## src/rtl/vga_sync.sv

```systemverilog
// VGA timing generator: divides the board clock to the pixel rate and runs the
// horizontal/vertical counters, producing registered sync, visible-area and frame-start strobes.
module vga_sync #(
    parameter int unsigned CLK_DIV   = 4,
    parameter int unsigned H_SYNC    = 96,
    parameter int unsigned H_VIS_MIN = 144,
    parameter int unsigned H_VIS_MAX = 783,
    parameter int unsigned H_TOTAL   = 800,
    parameter int unsigned V_SYNC    = 2,
    parameter int unsigned V_VIS_MIN = 32,
    parameter int unsigned V_VIS_MAX = 511,
    parameter int unsigned V_TOTAL   = 521
) (
    input  logic       clk,
    input  logic       rst,
    output logic       pix_en,
    output logic [9:0] Coloana,
    output logic [9:0] Linie,
    output logic       HS,
    output logic       VS,
    output logic       InDisplay,
    output logic       frame_start
);

    localparam logic [3:0] DIV_LAST = 4'(CLK_DIV - 1);
    localparam logic [9:0] H_LAST   = 10'(H_TOTAL - 1);
    localparam logic [9:0] V_LAST   = 10'(V_TOTAL - 1);
    localparam logic [9:0] HS_END   = 10'(H_SYNC);
    localparam logic [9:0] VS_END   = 10'(V_SYNC);
    localparam logic [9:0] HV_MIN   = 10'(H_VIS_MIN);
    localparam logic [9:0] HV_MAX   = 10'(H_VIS_MAX);
    localparam logic [9:0] VV_MIN   = 10'(V_VIS_MIN);
    localparam logic [9:0] VV_MAX   = 10'(V_VIS_MAX);

    logic [3:0] div;
    logic [3:0] div_n;
    logic [9:0] col_n;
    logic [9:0] lin_n;
    logic       wrap_frame;

    always_comb begin
        div_n      = (div == DIV_LAST) ? '0 : div + 4'd1;
        col_n      = Coloana;
        lin_n      = Linie;
        wrap_frame = 1'b0;
        if (pix_en) begin
            if (Coloana == H_LAST) begin
                col_n = '0;
                if (Linie == V_LAST) begin
                    lin_n      = '0;
                    wrap_frame = 1'b1;
                end else begin
                    lin_n = Linie + 10'd1;
                end
            end else begin
                col_n = Coloana + 10'd1;
            end
        end
    end

    // Strobes are decoded from the next-state counts so they line up with the
    // Coloana/Linie values presented in the same cycle.
    always_ff @(posedge clk) begin
        if (rst) begin
            div         <= '0;
            pix_en      <= 1'b0;
            Coloana     <= '0;
            Linie       <= '0;
            HS          <= 1'b0;
            VS          <= 1'b0;
            InDisplay   <= 1'b0;
            frame_start <= 1'b0;
        end else begin
            div         <= div_n;
            pix_en      <= (div_n == DIV_LAST);
            Coloana     <= col_n;
            Linie       <= lin_n;
            HS          <= (col_n >= HS_END);
            VS          <= (lin_n >= VS_END);
            InDisplay   <= (col_n >= HV_MIN) && (col_n <= HV_MAX) &&
                           (lin_n >= VV_MIN) && (lin_n <= VV_MAX);
            frame_start <= wrap_frame;
        end
    end

endmodule
```

## config.mk

```make
export PLATFORM = sky130hd
export DESIGN_NAME = vga_sync
export DESIGN_NICKNAME = d
export VERILOG_FILES = /design/src/rtl/vga_sync.sv
export SDC_FILE = /design/constraint.sdc
export NUM_CORES = 1
export LEC_CHECK = 0
export CAP_MARGIN = 20
export CORE_ASPECT_RATIO = 0.9
export CORE_MARGIN = 4
export CORE_UTILIZATION = 50
export CTS_BUF_LIST = sky130_fd_sc_hd__clkbuf_8
export DETAILED_ROUTE_END_ITERATION = 10
export PLACE_DENSITY = 0.78
export SYNTH_ARGS = -nofsm -noshare
export SYNTH_HDL_FRONTEND = slang
export SYNTH_SLANG_ARGS = --single-unit
```

## constraint.sdc

```tcl
create_clock -name clk -period 1.6 [get_ports clk]
set_input_delay 0.32 -clock clk [delete_from_list [all_inputs] [get_ports clk]]
set_output_delay 0.32 -clock clk [all_outputs]
set_load 0.05 [all_outputs]
```

==> results of run 1 <==
synthesized netlist by cell type, drive strengths merged (3+ instances only):
| cell | number |
|---|---|
| a21oi | 13 |
| a31oi | 4 |
| and2 | 4 |
| and3 | 4 |
| and4 | 3 |
| buf | 6 |
| clkbuf | 4 |
| dfxtp | 29 |
| ha | 5 |
| inv | 6 |
| nand2 | 14 |
| nand2b | 3 |
| nand3 | 13 |
| nand4 | 5 |
| nor2 | 21 |
| nor3 | 5 |
| o21ai | 5 |
| xnor2 | 4 |
| xor2 | 9 |
stage by stage:
step	std cells	cell area, µm²
after CTS	324	2860
after detailed placement	304	2520
after floorplan	192	1760
after global placement	304	2520
repair_timing:
item / 4_1_cts
pin swaps: 12
gates cloned: 0
setup endpoints to repair: 7
resized for setup: 27
setup buffers: 12
kinds of logic after synthesis:
logic type,Yosys count
compound gates,36
fa+ha+maj,5
xor+xnor,13
buf+inv,16
mux,3
flops,29
simple gates,90
==> run metrics, run 1 <==
terminating stage of the flow global routing (5_1_grt); half-perimeter wire length of the detailed placement result roughly 3800 µm; run status stopped before the end; Post-Syn Nets 199; cell types with the largest area share after synthesis sky130_fd_sc_hd__dfxtp_1, sky130_fd_sc_hd__xor2_1, sky130_fd_sc_hd__nor2_1; sequential share of the synthesized area a little over a third; count of synthesis-stage warnings from yosys 0; post-synth top area share about a third; top flip-flop cell by instance count after synthesis sky130_fd_sc_hd__dfxtp_1; row count 19; Routability Congestion about 0.94; largest family of logic cells by synthesized area simple AND/OR/NAND/NOR gates; area leader, netlist sky130_fd_sc_hd__dfxtp_1; area of the mapped netlist 0.00165 mm²; maximum number of pins on one net before global-route repair 14; synthesized area per cell ~8.6 µm²; Post-Syn Instances roughly 190; Vert. Die Dim 62.6 µm; number of distinct library cells after synthesis between 50 and 60; CTS hold repair buffers 0; buffers from clock root to sink, at most 2; Sink Count 29; multiplexer area fraction after synthesis between 1.5 and 2%; H-Tree Level Count 2; EDFF count, synth 0; effective utilization at floorplan a little over half; number of top-level pins 27; x dimension of the die just under 70 µm; adder-cell share of the synthesized area 3.78%; pin ending the worst setup path after global-route repair InDisplay$_SDFF_PP0_/D; worst setup timing slack at the placement stage -0.229 ns; Async SR Flop Fraction 0%; number of buffers created by CTS 5; Synth Area in Simple Gates 33.1%; synthesized-area fraction occupied by xor and xnor cells slightly below 7%; port buffer count 26; flip-flop and latch count after synthesis 29; error message [ERROR DPL-0038] Utilization greater than 100%, impossible to legalize; library cell used as clock root buffer sky130_fd_sc_hd__clkbuf_8; type of pin the worst path ends at sequential cell input; compound-gate portion of the synthesized area roughly 15%
==> run 2, diff against run 1 <==
- CORE_ASPECT_RATIO: 0.9 -> not set
- CORE_UTILIZATION: 50 -> 39
- CTS_BUF_LIST: sky130_fd_sc_hd__clkbuf_8 -> not set
- PLACE_DENSITY: 0.78 -> not set
- PLACE_DENSITY_LB_ADDON: not set -> 0.15
- clock period: 1.6 -> 2.08 ns (I/O delays scaled with it)
==> run metrics, run 2 <==
run status completed; worst setup margin 0.0832 ns; count of filler cells inserted in the layout 392; final count of hold timing violations 0; Critical Path End Type output pin; Clock power frac 45.3%; most frequent cells in the layout sky130_fd_sc_hd__clkdlybuf4s50_1, sky130_fd_sc_hd__nor2_1, sky130_fd_sc_hd__buf_4, sky130_fd_sc_hd__dfxtp_1; largest family of logic cells by synthesized area simple AND/OR/NAND/NOR gates; EDFF count, synth 0; top flip-flop cell by instance count after synthesis sky130_fd_sc_hd__dfxtp_1; relative area change from synthesis to final layout 29.3%; critical path data arrival time 1.58 ns; kind of start point of the critical path flop; most common library cell in the layout ignoring fill and taps sky130_fd_sc_hd__clkdlybuf4s50_1; remaining antenna violation count after routing 0; area of the mapped netlist between 0.0015 and 0.002 mm²; Routed Wire Length between 4000 and 5000 µm; clock latency on the worst-skew pair between 0.2 and 0.3 ns; via count of the first global-routing pass 1451; Bufs and invs on worst path 1; number of endpoints failing setup at the final stage 0; peak supply drop roughly 570 µV; number of vias after detailed routing roughly 1500; family with the most delay on the worst path buffers and inverters; synthesized-area fraction occupied by xor and xnor cells approximately 6.9%; Max-cap violations 0; synthesized area per cell 8.62 µm²; Sink Count 29; row count 23; x dimension of the die 73.1 µm; part of the total power dissipated in sequential elements around half; number of remaining DRC errors 0; Async SR Flop Fraction 0%; switching pwr about 260 µW; total iterations of the first detailed-routing run 4; crit share post-route slightly below 100%; worst min path class reg -> reg; Antenna Cells 0; Total Power Consumption approximately 1.1 mW; number of distinct library cells after synthesis just under 60; Achievable Freq around 0.5 GHz; standard cell core area a little over 0.004 mm²; count of synthesis-stage warnings from yosys 0; post-synth top area share a little over a third; Synth Area in Simple Gates between 30% and 40%; transition at the pin with the smallest max-transition slack ~0.51 ns; Routability Congestion around 1; Via-to-Cell Ratio 5.43; effective utilization at floorplan between 40% and 50%; slowest stage delay, CP between 0.8 and 0.9 ns; buffers from clock root to sink, at most 2; H-Tree Level Count 2; PD cells between 500 and 600 mW/mm²; number of pins with negative max-slew slack in the final report 0; number of top-level pins 27; total congestion overflow after global routing 0; maximum number of pins on one net before global-route repair 14; half-perimeter wire length of the detailed placement result ~3100 µm; most frequent cell after synthesis sky130_fd_sc_hd__dfxtp_1; count of routing violations after the opening detailed-route iteration approximately 120; Post-Syn Instances ~190; GR Util All Layers about 17%; multiplexer area fraction after synthesis 1.89%; fraction of power spent switching nets 22.6%; setup TNS after final layout 0 ns; cell-internal power between 800 and 900 µW; unrepaired setup endpoints after global routing no; number of buffers created by CTS 5; critical path required time ~1.7 ns; CTS tree yes; adder-cell share of the synthesized area between 3 and 4%; critical path class reg -> out; Post-Syn Nets 199; LEAKAGE between 0.8 and 0.9 nW; largest fanout of any net on the critical path 7; Vert. Die Dim about 73 µm; Min Clock Period, post-route approximately 2.0 ns; sequential share of the synthesized area between 30% and 40%; die footprint ~0.0053 mm²; most used standard cells in the synthesized netlist sky130_fd_sc_hd__dfxtp_1, sky130_fd_sc_hd__nor2_1, sky130_fd_sc_hd__nand2_1; proportion of power drawn by combinational gates roughly 4.4%; compound-gate portion of the synthesized area between 10% and 20%; wire length of the first global-routing pass between 6000 and 7000 µm; port buffer count 26; DP Area ~0.0020 mm²; slowest CP cell sky130_fd_sc_hd__clkdlybuf4s50_1; antenna violations before repair 0; nets@finish 236; clock slew at reported path FFs approximately 0.060 ns; Critical Path, Cell by Cell clkdlybuf4s50_1; area leader, netlist sky130_fd_sc_hd__dfxtp_1; flip-flop and latch count after synthesis 29; relative max-transition margin about two thirds; average wire length per cell after detail routing 14.7 µm; post-route clock skew 0.00302 ns; share of final-layout standard cells stronger than drive strength 1 around 23%; registers with the highest flip-flop counts Coloana x10, Linie x10, div x4; cell types with the largest area share after synthesis sky130_fd_sc_hd__dfxtp_1, sky130_fd_sc_hd__xor2_1, sky130_fd_sc_hd__nor2_1; final cell area excluding filler cells approximately 0.0021 mm²; library cell used as clock root buffer sky130_fd_sc_hd__clkbuf_8; worst setup timing slack at the placement stage around 0.17 ns
## run 2: cell counts after synthesis
Identical to the previous run, type by type.
## run 2: power groups by stage
stage	registers [mW]	clock network (mW)	logic [mW]
2_1_floorplan	0.595	0	0.0208
3_3_place_gp	0.584	0	0.0492
3_5_place_dp	0.585	0	0.0502
4_1_cts	0.573	0.526	0.0508
5_1_grt	0.573	0.545	0.0552
6_report	0.573	0.516	0.0498
## run 2: kinds of logic after synthesis
group / count (synthesis)
buf+inv: 16
simple gates: 90
xor+xnor: 13
fa+ha+maj: 5
flops: 29
compound gates: 36
mux: 3
## run 2: final timing paths
check,from,slack (ns),endpoint,cells after the start
worst min-delay path,div[2],0.51,div[2],2
worst max-delay path,Linie[7],0.08,Linie[7],1
worst min register to register,div[2],0.51,div[2],2
worst max register to register,Linie[0],0.17,VS,6
## run 2: stage by stage
step           hold slack, ns  cells  util [%]
2_1_floorplan           0.465    192         -
3_3_place_gp            0.485    272      50.2
3_5_place_dp            0.499    272      50.2
4_1_cts                 0.507    280      52.7
5_1_grt                 0.543    280      52.7
6_report                0.505    280      52.7
## run 2: metal layers
metal  GRT usage [%]  share of wire (%)
met1            21.7                 48
met2            27.1                 47
met3            4.55                3.8
met4            4.51                1.1
met5               0                  0
## run 2: repair_timing
| item | 4_1_cts | 5_1_grt |
|---|---|---|
| hold buffers | 0 | 0 |
| resized for setup | 0 | 1 |
| hold endpoints to repair | 0 | 0 |
| setup buffers | 0 | 0 |
| setup endpoints to repair | 0 | 1 |
## run 2: area by class of cell
type,instances,area [µm²],share of cell area (%)
clock buffer,7,96.3,4.51
clock inverter,1,5.00,0.234
inverter,6,22.5,1.05
multi-input combinational,147,996,46.6
sequential,29,598,28.0
tap,50,62.6,2.93
timing repair buffer,40,358,16.7
(Power assumes the default switching activity.)
==> run 3, diff against run 2 <==
- ABC_AREA: not set -> 1
==> run metrics, run 3 <==
number of distinct library cells after synthesis 25; cell types with the largest area share after synthesis sky130_fd_sc_hd__dfxtp_1, sky130_fd_sc_hd__nand2_1, sky130_fd_sc_hd__nor2_1; critical path class reg -> out; worst min path class reg -> reg; post-synth top area share between 30% and 40%; flip-flop and latch count after synthesis 29; most frequent cells in the layout sky130_fd_sc_hd__nand2_1, sky130_fd_sc_hd__nor2_1, sky130_fd_sc_hd__nand3_1, sky130_fd_sc_hd__inv_1, sky130_fd_sc_hd__dfxtp_1; LEAKAGE ~0.95 nW; post-route clock skew between 0.008 and 0.009 ns; half-perimeter wire length of the detailed placement result between 2000 and 3000 µm; synthesized area per cell between 6 and 7 µm²; critical path data arrival time about 1.6 ns; worst setup path startpoint Coloana[3]; Post-Syn Nets between 200 and 250; area leader, netlist sky130_fd_sc_hd__dfxtp_1; number of top-level pins 27; peak supply drop 376 µV; area of the mapped netlist roughly 0.0016 mm²; effective utilization at floorplan 40.0%; clock latency on the worst-skew pair about 0.28 ns; worst setup margin ~0.065 ns; top flip-flop cell by instance count after synthesis sky130_fd_sc_hd__dfxtp_1; registers with the highest flip-flop counts Coloana x10, Linie x10, div x4; setup TNS after final layout 0 ns; buffers from clock root to sink, at most 2; kind of start point of the critical path flop; final count of hold timing violations 0; sequential share of the synthesized area between 30% and 40%; share of final-layout standard cells stronger than drive strength 1 ~8%; slowest stage delay, CP approximately 0.86 ns; R2R Path End InDisplay; largest fanout of any net on the critical path 6; CTS hold repair buffers 0; PD cells 543 mW/mm²; maximum number of pins on one net before global-route repair 19; setup slack of the most critical reg-to-reg path between 0.2 and 0.25 ns; total congestion overflow after global routing 0; EDFF count, synth 0; CTS tree yes; slowest CP cell sky130_fd_sc_hd__clkdlybuf4s50_1; number of vias after detailed routing roughly 1600; x dimension of the die around 70 µm; nets@finish between 200 and 300; crit share post-route between 90% and 100%; setup fix buffers added after clock tree synthesis 0; Min Clock Period, post-route between 2 and 2.5 ns; family with the most delay on the worst path buffers and inverters; antenna violations before repair 0; unrepaired setup endpoints after global routing no; transition at the pin with the smallest max-transition slack roughly 0.5 ns; Achievable Freq 0.496 GHz; Reg2Reg Depth 10; die footprint just over 0.005 mm²; wire length of the first global-routing pass around 6700 µm; relative area change from synthesis to final layout 26.4%; total number of cells along the worst setup path 1; Via-to-Cell Ratio ~4.9; Critical Path, Cell by Cell clkdlybuf4s50_1; GR Util All Layers between 10% and 20%; average wire length per cell after detail routing between 10 and 15 µm; clock slew at reported path FFs about 0.070 ns; total iterations of the first detailed-routing run 4; most frequent cell after synthesis sky130_fd_sc_hd__nand2_1; Critical Path End Type output pin; number of endpoints failing setup at the final stage 0; standard cell core area ~0.004 mm²; number of remaining DRC errors 0; instance count along the most critical hold path 2; port buffer count 26; source of the worst register-to-register timing path Coloana[1]; Routed Wire Length 3880 µm; Bufs and invs on worst path 1; critical path required time about 1.7 ns; Vert. Die Dim ~72 µm; relative max-transition margin roughly 66%; worst setup timing slack at the placement stage roughly 0.21 ns; number of buffers created by CTS 5; library cell used as clock root buffer sky130_fd_sc_hd__clkbuf_8; Antenna Cells 0; number of pins with negative max-slew slack in the final report 0; via count of the first global-routing pass 1433; most used standard cells in the synthesized netlist sky130_fd_sc_hd__nand2_1, sky130_fd_sc_hd__nor2_1, sky130_fd_sc_hd__nand3_1; Routability Congestion about 0.89; run status completed; row count 23; count of routing violations after the opening detailed-route iteration 100; most common library cell in the layout ignoring fill and taps sky130_fd_sc_hd__nand2_1; capturing instance or port of the critical path Coloana[3]; H-Tree Level Count 2; count of synthesis-stage warnings from yosys 0; Sink Count 29; remaining antenna violation count after routing 0; Max-cap violations 0; Async SR Flop Fraction 0%; Post-Syn Instances around 240; PostCTS Resize Cnt 0
-- run 3: changes by cell type after synthesis, moves of 3 or more --
| cell | delta |
|---|---|
| sky130_fd_sc_hd__a21oi_1 | -8 |
| sky130_fd_sc_hd__a31oi_1 | -4 |
| sky130_fd_sc_hd__and2_1 | -4 |
| sky130_fd_sc_hd__and3_1 | -4 |
| sky130_fd_sc_hd__buf_2 | -3 |
| sky130_fd_sc_hd__inv_1 | +24 |
| sky130_fd_sc_hd__nand2_1 | +41 |
| sky130_fd_sc_hd__nand2b_1 | -3 |
| sky130_fd_sc_hd__nand3_1 | +22 |
| sky130_fd_sc_hd__nand4_1 | +3 |
| sky130_fd_sc_hd__nor2_1 | +31 |
| sky130_fd_sc_hd__xor2_1 | -9 |
-- run 3: how the worst min path moves through the flow --
stage                     from          to  slack (ns)
floorplan                  rst  Coloana[4]        0.49
global placement    Coloana[0]  Coloana[0]        0.51
detailed placement  Coloana[0]  Coloana[0]        0.50
CTS                 Coloana[0]  Coloana[0]        0.51
global route        Coloana[0]  Coloana[0]        0.54
finish              Coloana[0]  Coloana[0]        0.51
-- run 3: logic make-up (layout without fill, tap and decap cells) --
group | Yosys count | count (layout) | synth area share [%]
flip-flops | 29 | 29 | 36.3
buffers and inverters | 35 | 69 | 8.59
AO/OA/AOI/OAI | 9 | 9 | 2.97
multiplexers | 1 | 1 | 0.625
adder cells (fa/ha/maj) | 5 | 5 | 3.91
XOR/XNOR | 2 | 2 | 1.09
AND/OR/NAND/NOR | 161 | 161 | 46.6
-- run 3: final cells by class --
cell class	instances	area [µm²]
Sequential cell	29	582
Inverter	32	123
Multi-Input combinational cell	178	883
Tap cell	50	62.6
Fill cell	406	1980
Clock buffer	7	86.3
Timing Repair Buffer	30	288
-- run 3: metrics by stage --
stage / std cells / area (µm²) / power, mW / hold slack [ns] / util (%)
3_3_place_gp: 319 / 1940 / 0.648 / 0.508 / 48.5
3_5_place_dp: 319 / 1940 / 0.648 / 0.502 / 48.5
4_1_cts: 326 / 2020 / 1.11 / 0.511 / 50.6
6_report: 326 / 2020 / 1.10 / 0.509 / 50.6
5_1_grt: 326 / 2020 / 1.15 / 0.542 / 50.6
2_1_floorplan: 242 / 1600 / 0.626 / 0.485 / -
-- run 3: report_power, final --
group          leakage [nW]  internal, mW  total, mW  switching, mW
clock                0.0443         0.262      0.463          0.201
combinational         0.676        0.0217     0.0620         0.0403
sequential            0.235         0.565      0.573        0.00850
-- run 3: tightest hold or removal path: cells and delay by family, from the launching register on --
family,cells,cell delay (ns)
flops,1,0.34
simple gates,2,0.13
-- run 3: routing by layer --
| layer | track usage [%] | part of all wire, % | vias to the layer above |
|---|---|---|---|
| met5 | 0 | 0 | - |
| met4 | 7.93 | 1.8 | 0 |
| met3 | 3.46 | 5.1 | 6 |
| met2 | 24.4 | 46 | 39 |
| met1 | 22.4 | 47 | 710 |
| li1 | - | - | 836 |
